## src/rtl/led_pattern_gen.sv

```systemverilog
// WIDTH-bit LED pattern sequencer: a prescaler produces one tick every DIV enabled
// cycles, and each tick either advances the active pattern or seeds a newly selected one.
module led_pattern_gen #(
    parameter int WIDTH = 8,
    parameter int DIV   = 25_000_000,
    parameter int CNT_W = 25
) (
    input  logic             clk,
    input  logic             reset,
    input  logic             en,
    input  logic [1:0]       mode,
    output logic [WIDTH-1:0] led,
    output logic             step
);

    typedef enum logic [1:0] {
        MODE_ROL  = 2'd0,
        MODE_ROR  = 2'd1,
        MODE_PING = 2'd2,
        MODE_CNT  = 2'd3
    } mode_e;

    typedef enum logic {
        DIR_LEFT  = 1'b0,
        DIR_RIGHT = 1'b1
    } dir_e;

    localparam logic [CNT_W-1:0] PRESC_LAST = CNT_W'(DIV - 1);
    localparam logic [WIDTH-1:0] SEED_LSB   = WIDTH'(1);
    localparam logic [WIDTH-1:0] SEED_MSB   = {1'b1, {(WIDTH-1){1'b0}}};

    logic [CNT_W-1:0] presc_q, presc_d;
    logic [WIDTH-1:0] led_q, led_d;
    mode_e            mode_q, mode_d;
    dir_e             dir_q, dir_d;
    logic             step_q, step_d;
    logic             tick;
    mode_e            mode_in;

    assign mode_in = mode_e'(mode);
    assign tick    = en && (presc_q == PRESC_LAST);

    always_comb begin
        presc_d = presc_q;
        led_d   = led_q;
        mode_d  = mode_q;
        dir_d   = dir_q;
        step_d  = tick;

        if (en) begin
            presc_d = tick ? '0 : presc_q + CNT_W'(1);
        end

        // A tick with a different mode selected only loads that mode's seed.
        if (tick) begin
            if (mode_in != mode_q) begin
                mode_d = mode_in;
                case (mode_in)
                    MODE_ROL:  led_d = SEED_LSB;
                    MODE_ROR:  led_d = SEED_MSB;
                    MODE_PING: begin
                        led_d = SEED_LSB;
                        dir_d = DIR_LEFT;
                    end
                    MODE_CNT:  led_d = '0;
                    default:   led_d = SEED_LSB;
                endcase
            end else begin
                case (mode_q)
                    MODE_ROL:  led_d = {led_q[WIDTH-2:0], led_q[WIDTH-1]};
                    MODE_ROR:  led_d = {led_q[0], led_q[WIDTH-1:1]};
                    MODE_PING: begin
                        // Turning around at an end moves away immediately, so ends never repeat.
                        if (dir_q == DIR_LEFT && led_q[WIDTH-1]) begin
                            dir_d = DIR_RIGHT;
                            led_d = led_q >> 1;
                        end else if (dir_q == DIR_RIGHT && led_q[0]) begin
                            dir_d = DIR_LEFT;
                            led_d = led_q << 1;
                        end else if (dir_q == DIR_LEFT) begin
                            led_d = led_q << 1;
                        end else begin
                            led_d = led_q >> 1;
                        end
                    end
                    MODE_CNT:  led_d = led_q + WIDTH'(1);
                    default:   led_d = led_q;
                endcase
            end
        end
    end

    always_ff @(posedge clk or negedge reset) begin
        if (!reset) begin
            presc_q <= '0;
            led_q   <= SEED_LSB;
            mode_q  <= MODE_ROL;
            dir_q   <= DIR_LEFT;
            step_q  <= 1'b0;
        end else begin
            presc_q <= presc_d;
            led_q   <= led_d;
            mode_q  <= mode_d;
            dir_q   <= dir_d;
            step_q  <= step_d;
        end
    end

    assign led  = led_q;
    assign step = step_q;

endmodule

```

## config.mk

```make
export PLATFORM = sky130hd
export DESIGN_NAME = led_pattern_gen
export DESIGN_NICKNAME = d
export VERILOG_FILES = /design/src/rtl/led_pattern_gen.sv
export SDC_FILE = /design/constraint.sdc
export NUM_CORES = 1
export LEC_CHECK = 0
export ABC_AREA = 0
export ABC_CLOCK_PERIOD_IN_PS = 1900
export BUFFER_PORTS_ARGS = -buffer_cell sky130_fd_sc_hd__buf_2
export CAP_MARGIN = 10
export CORE_ASPECT_RATIO = 1.1
export CORE_MARGIN = 2
export CORE_UTILIZATION = 30
export CTS_CLUSTER_SIZE = 12
export DETAILED_ROUTE_END_ITERATION = 8
export PLACE_DENSITY_LB_ADDON = 0.05
export SYNTH_ARGS = -nofsm -noshare
export SYNTH_HDL_FRONTEND = slang
export SYNTH_SLANG_ARGS = --single-unit
```

## constraint.sdc

```tcl
create_clock -name clk -period 1.9 [get_ports clk]
set_input_delay 0.19 -clock clk [delete_from_list [all_inputs] [get_ports clk]]
set_output_delay 0.19 -clock clk [all_outputs]
set_load 0.03 [all_outputs]
```

==> metrics.md, run 1 <==
| Metric | Value |
|---|---|
| Area grow syn2layout | 26.59% |
| Synth Register Bits | 37 |
| Yosys top cell area share | approximately two fifths |
| Worst-path fanout max | 4 |
| WL per Instance | about 15 µm |
| Final Worst Setup Slack | 0.004033 ns |
| Most common flop cell mapped by yosys | dfrtp_1 |
| Gr usage total | roughly 16% |
| DR iter-0 viols | 84 |
| Mean post-synth cell area | 8.884 µm² |
| Cell Int Power | 1276 µW |
| Worst r2r path cells | 6 |
| Most common cell after layout, fill and taps aside | buf_4 |
| Critical path type | flip-flop to flip-flop |
| Post-DP Area | 0.002646 mm² |
| Critical Path Sink | presc_q[0] |
| Multi-input gate area in the final layout | between 0.001 and 0.0015 mm² |
| Hold Path Class | input port to flip-flop |
| Synth area leader | dfrtp_1 |
| Cell Rows | 32 |
| CTS tree | done |
| Skew final | 0.005506 ns |
| Post-synth EDFFs | 0 |
| Max-Cap Viols | 0 |
| Reg area | 927.1 µm² |
| Num ports | 14 |
| Vias in the first global route | 2043 |
| Slew headroom | 55.57% |
| Via count | between 2000 and 2500 |
| Unique masters post-synth | 48 |
| DIE AREA | 0.008108 mm² |
| Critical path launch point type | flip-flop |
| Switching Share | approximately a quarter |
| FF-to-FF Start | presc_q[23] |
| Worst Path Arrival | 2.07 ns |
| Combinational fraction of design power | approximately 15% |
| Synth area leaders | dfrtp_1 41%, nor2_1 4.9%, xor2_1 4.7% |
| Die width | 86.04 µm |
| Drt drc | 0 |
| Mapped Nets | 257 |
| Congestion Overflow GR | 0 |
| Post-DP HPWL | 4354 µm |
| Setup violators final | 0 |
| GPL Wtd Cong | between 0.7 and 0.8 |
| Cells after Synth | 250 |
| Status | complete, no violations |
| Most frequent cells in the layout | 41 x buf_4, 36 x dfrtp_1, 28 x nor2_1 |
| HP Start | en |
| Root Driver | clkbuf_8 |
| Clock Path Buffers | 2 |
| Detail Route Antenna Nets | 0 |
| DRT Pass-1 Iters | 4 |
| Max-slew violation count | 0 |
| Ant. Diodes | 0 |
| R2R setup slack | a little over 0.004 ns |
| Syn Std Cell Area | 0.002221 mm² |
| Initial Util | 31.34% |
| NetSw | 460.7 µW |
| CP required | 2.07 ns |
| Fin. Hold Viols | 0 |
| CTS sink cnt | 37 |
| DR vias/cell | 5.254 |
| Max Fclk | 0.5274 GHz |
| Final critical-path share of the clock period | 99.79% |
| Peak VDD IR | around 0.43 mV |
| Lkg Pwr | 0.001244 µW |
| Routed wire length | 5866 µm |
| Clk pwr share | about 33% |
| Worst skew pair latency | 0.29 ns |
| Core box area | just over 0.007 mm² |
| Unrepaired setup endpoints after global routing | true |
| Critical Path Source | presc_q[23] |
| Sequential share of the synthesized area | 41.75% |
| Fin crit period | ~1.9 ns |
| Layout net count | slightly above 300 |
| Global-route wire length before repair | 9998 µm |
| Post-route cell area | ~0.0028 mm² |
| CP Capture Type | flip-flop |
| Critical R2R Capture | presc_q[0] |
| Synth warn | 0 |
| H-tree depth | 2 |
| Largest net degree at the start of global routing | 38 |
| Number of I/O port buffers | 13 |
| Die height | approximately 94 µm |
| CTS buffer count | 5 |
| Clock transition at the registers of the reported paths | 0.07 ns |
| Layout cells sized above 1 | between 20 and 30% |
| Sequential power share | 52.5% |
| Pre-CTS worst setup slack | -0.004600 ns |
| P per Cell Area | 617.7 mW/mm² |
| # fillers | 741 |
| Antenna violations before repair | 0 |
| Worst-Margin Slew | 0.6665 ns |
| Synth async-reset ratio | 100.0% |
[layer usage]
layer	global-route usage [%]	routed length (µm)
met1	19.50	2654
met2	27.33	2931
met3	2.373	158
met4	5.820	122
met5	0	0
[power by group through the flow]
stage	combinational (µW)	sequential [µW]	clock, µW
final	259	911	566
after global routing	296	920	642
after CTS	260	911	599
after detailed placement	257	925	0
after global placement	257	926	0
after floorplan	141	924	0
[flip-flops by register name (all words and copies together), names as in the netlist]
register	cells
led	8
dir_q	1
step	1
presc_q	25
mode_q	2
[worst max-delay path, stage by stage, from the launching register on]
cell	delay [ns]
dfrtp_1	0.39
or4b_4	0.56
buf_6	0.14
nor4_4	0.23
buf_4	0.19
nor2_2	0.03
mux2_2	0.25
[synthesized netlist by cell type (3+ instances only)]
master,n
or2_2,4
nand3_1,17
inv_1,8
o21ai_1,12
and3_1,3
o21ai_0,9
buf_2,5
xor2_1,12
nor2b_1,3
a21oi_1,14
xnor2_1,8
nor2_1,29
nand4_1,13
mux2i_1,6
a22oi_1,4
nand2_1,22
clkbuf_1,6
dfrtp_1,36
[kinds of logic (layout without fill, tap and decap cells)]
group,after synthesis,after routing,synth area share (%)
muxes,9,9,4.732
xor gates and xnor gates,20,20,7.887
buffers and inverters,20,75,3.887
AOI/OAI and AO/OA,55,55,15.21
DFF,37,37,41.75
adders and majority gates,2,2,1.127
and+or+nand+nor,107,107,25.41
[layout make-up]
cell class | count | area share (%)
clock buffer | 8 | 3.204
inverter | 9 | 1.380
multi-input combinational | 193 | 43.84
sequential | 37 | 32.98
tap | 85 | 3.783
timing repair buffer | 58 | 14.82
[how the worst min path moves through the flow]
| stage | depth (start not counted) | to | slack [ns] |
|---|---|---|---|
| after floorplan | 0 | dir_q | -0.11 |
| after global placement | 2 | mode_q[1] | 0.28 |
| after detailed placement | 2 | mode_q[1] | 0.28 |
| after CTS | 2 | presc_q[1] | 0.17 |
| after global routing | 3 | mode_q[1] | 0.18 |
| final | 2 | presc_q[1] | 0.18 |
[what timing repair did]
item                                    in CTS  in global routing
hold endpoints to repair                    36                  0
hold buffers                                 1                  0
gates resized for setup                      0                  7
endpoints found under the setup margin       3                 18
pin swaps                                    0                  3
buffers inserted                             1                  4
[metrics by stage]
step / hold WS [ns] / std cells / total power [µW] / utilization, % / TNS (ns)
after CTS: 0.1744 / 386 / 1770 / 38.86 / -0.001207
after global placement: 0.2765 / 376 / 1183 / 37.34 / 0
after detailed placement: 0.2796 / 376 / 1182 / 37.34 / -0.008801
after floorplan: -0.1056 / 250 / 1065 / - / 0
final: 0.1806 / 390 / 1737 / 39.67 / 0
after global routing: 0.1792 / 390 / 1858 / 39.67 / -0.2143
Note: power is estimated with default switching activity, not from simulation.
==> run 2: changes to the inputs <==
--- a/config.mk
+++ b/config.mk
@@ -5,7 +5,7 @@
 export SDC_FILE = /design/constraint.sdc
 export NUM_CORES = 1
 export LEC_CHECK = 0
-export ABC_AREA = 0
+export ABC_AREA = 1
 export ABC_CLOCK_PERIOD_IN_PS = 1900
 export BUFFER_PORTS_ARGS = -buffer_cell sky130_fd_sc_hd__buf_2
 export CAP_MARGIN = 10
==> run 2 against run 1 <==
  * Register-to-register slack gained 0.23 ns
  * Sequential power grew 2.7%
  * Routed wire length grew 20%
  * Clock power shrank 2%
  * Clock-buffer cell count shrank 3
  * Worst setup slack gained 0.23 ns
  * Critical path depth grew 4
  * First-iteration DRC count shrank 13%
  * Synthesized cell count grew 60%
  * Final area grew 3.8%
  * Largest power group unchanged
  * Highest routed layer unchanged
==> metrics.md, run 2 <==
| Metric | Value |
|---|---|
| FF-to-FF Start | presc_q[0] |
| Unrepaired setup endpoints after global routing | false |
| Most common cell after layout, fill and taps aside | nand2_1 |
| Critical R2R Capture | dir_q |
| Setup violators final | 0 (unchanged) |
| DR vias/cell | 4.692 (-11%) |
| Status | complete, no violations |
| Cell with the most instances after synthesis | nand2_1 |
| Setup Total Neg Slack | 0 ns (unchanged) |
| Critical path launch point type | flip-flop |
| Area grow syn2layout | 12.77% |
| Final critical-path share of the clock period | 87.79% (-12 points) |
| Largest net degree at the start of global routing | 38 (unchanged) |
| Layout net count | 431 (+39%) |
| Gr usage total | 16.37% (+0.66 points) |
| Synth Register Bits | 37 (unchanged) |
| Global-route wire length before repair | 12170 µm (+22%) |
| H-tree depth | 2 (unchanged) |
| Clock Path Buffers | 2 (unchanged) |
| Sequential share of the synthesized area | 35.83% (-5.9 points) |
| Detail Route Antenna Nets | 0 (unchanged) |
| P per Cell Area | 598.0 mW/mm² (-3.2%) |
| Routed wire length | 7046 µm (+20%) |
| Hold Path Class | input port to flip-flop |
| Drt drc | 0 (unchanged) |
| CTS tree | done |
| Synth area leaders | dfrtp_1 35%, nand2_1 19%, nor2_1 9.1% |
| Vias in the first global route | 2456 (+20%) |
| DRT Pass-1 Iters | 4 (unchanged) |
| Post-synth EDFFs | 0 (unchanged) |
| Worst-Margin Slew | 0.4985 ns (-0.1680 ns) |
| Skew final | 0.004193 ns (-0.001313 ns) |
| Pre-CTS worst setup slack | 0.1440 ns (+0.1486 ns) |
| Largest Register | presc_q |
| Max-slew violation count | 0 (unchanged) |
| Yosys top cell area share | 34.82% (-5.7 points) |
| Final Worst Setup Slack | 0.2320 ns (+0.2280 ns) |
| CTS buffer count | 5 (unchanged) |
| Cells after Synth | 401 (+60%) |
| Initial Util | 30.93% (-0.40 points) |
| Mapped Nets | 408 (+59%) |
| R2R setup slack | 0.23 ns (+0.23 ns) |
| CP Capture Type | flip-flop |
| Worst Path Arrival | 1.86 ns (-0.21 ns) |
| Unique masters post-synth | 31 (-35%) |
| Slew headroom | 66.77% (+11 points) |
| Core box area | 0.008364 mm² (+18%) |
| Worst-path fanout max | 16 (+12) |
| Hold endpoint | dir_q |
| Cell Rows | 35 (+9.4%) |
| Leading cell types by count after synthesis | 128 x nand2_1, 63 x nor2_1, 44 x inv_1 |
| Max-Cap Viols | 0 (unchanged) |
| CTS sink cnt | 37 (unchanged) |
| Layout cells sized above 1 | 12.24% (-15 points) |
| Max Fclk | 0.5995 GHz (+14%) |
| Post-DP HPWL | 5427 µm (+25%) |
| Most frequent cells in the layout | 128 x nand2_1, 63 x nor2_1, 44 x inv_1 |
| GPL Wtd Cong | 0.8247 (+5.5%) |
| Ant. Diodes | 0 (unchanged) |
| Synth area leader | dfrtp_1 |
| Clock transition at the registers of the reported paths | 0.08 ns (about the same) |
| Via count | 2515 (+23%) |
| Fin crit period | 1.668 ns (-0.2280 ns) |
| Mean post-synth cell area | 6.453 µm² (-27%) |
| Synth warn | 0 (unchanged) |
| CP required | 2.09 ns (+0.02 ns) |
| Critical path type | flip-flop to flip-flop |
| HP Start | mode[0] |
| Congestion Overflow GR | 0 (unchanged) |
| Peak VDD IR | 0.2521 mV (-41%) |
| Worst r2r path cells | 10 (+4) |
| Final core occ | 34.88% (-4.8 points) |
| Antenna violations before repair | 0 (unchanged) |
| Lkg Pwr | 0.001410 µW (+13%) |
| Most common flop cell mapped by yosys | dfrtp_1 |
| DIE AREA | 0.009385 mm² (+16%) |
| Worst hold path cell count | 4 (+2) |
| WL per Instance | 13.15 µm (-13%) |
| DR iter-0 viols | 73 (-13%) |
| Synth async-reset ratio | 100.0% (unchanged) |
| Die width | 92.55 µm (+7.6%) |
| Fin. Hold Viols | 0 (unchanged) |
| Root Driver | clkbuf_8 |
| Max reg flops | 25 (unchanged) |
| Die height | 101.4 µm (+7.6%) |
| Worst skew pair latency | 0.29 ns (about the same) |
| Syn Std Cell Area | 0.002587 mm² (+17%) |
| Number of I/O port buffers | 13 (unchanged) |
| Num ports | 14 (unchanged) |
## run 2: cell count changes in the layout (fill, tap and decap cells not counted), moves of 5 or more
cell,before,now
nand2_1,22,128
inv_1,8,44
nor2_4,0,5
nand3_1,17,33
buf_4,41,10
xor2_1,12,4
xnor2_1,8,0
nor2_1,28,63
o21ai_1,12,1
nor2_2,1,6
nand4_1,13,8
nor3_1,1,11
mux2i_1,6,0
o21ai_0,9,17
## run 2: worst max path at each step
| stage | to | start | slack (ns) |
|---|---|---|---|
| 2_1_floorplan | led[5] | led[0] | 0.42 |
| 3_3_place_gp | dir_q | presc_q[0] | 0.18 |
| 3_5_place_dp | dir_q | presc_q[0] | 0.14 |
| 4_1_cts | dir_q | presc_q[0] | 0.13 |
| 5_1_grt | dir_q | presc_q[0] | 0.02 |
| 6_report | dir_q | presc_q[0] | 0.23 |
## run 2: power breakdown
group	switching (µW)	total [µW]	internal (µW)
sequential	83.2	936	852
combinational	168	255	87.0
clock	300	554	253
## run 2: critical path, stage by stage, from the launching register on
cell and delay, ns:
dfrtp_1 0.43, ha_1 0.21, nand2_2 0.08, nor2_4 0.12
nand2_1 0.07, nor2_2 0.17, nand2_4 0.16, nor2_2 0.15
nand2_1 0.07, nand2_1 0.06, nand2_1 0.05
## run 2: final cells by class
| cell class | count | area (µm²) |
|---|---|---|
| Fill cell | 925 | 5446 |
| Clock inverter | 3 | 17.52 |
| Clock buffer | 5 | 68.82 |
| Inverter | 45 | 168.9 |
| Multi-Input combinational cell | 311 | 1446 |
| Timing Repair Buffer | 24 | 150.1 |
| Sequential cell | 37 | 927.1 |
| Tap cell | 111 | 138.9 |
## run 2: routing by layer
layer / GRT usage, % / share of wire [%]
met1: 20.45 / 46
met2: 29.03 / 51
met3: 2.158 / 2.0
met4: 5.855 / 1.7
met5: 0 / 0
## run 2: repair_timing
action,CTS,global route
setup endpoints to repair,0,1
gates resized for setup,0,1
hold endpoints to repair,36,0
setup buffers,0,0
hold buffers,1,0
## run 2: logic make-up (layout without fill, tap and decap cells)
family                     after synthesis  in the layout  share of synthesized area, %
adders and majority gates                2              2                        0.9670
DFF                                     37             37                         35.83
and+or+nand+nor                        265            265                         45.26
AOI/OAI and AO/OA                       40             40                         8.124
buffers and inverters                   53             77                         8.462
xor gates and xnor gates                 4              4                         1.354
## run 2: metrics by stage
step / total power (µW) / hold slack (ns) / std cells / cell area, µm²
2_1_floorplan: 1109 / -0.1056 / 401 / 2587
3_3_place_gp: 1215 / 0.2838 / 527 / 2816
3_5_place_dp: 1207 / 0.2872 / 527 / 2816
4_1_cts: 1780 / 0.1961 / 536 / 2913
5_1_grt: 1869 / 0.2226 / 536 / 2918
6_report: 1745 / 0.2089 / 536 / 2918
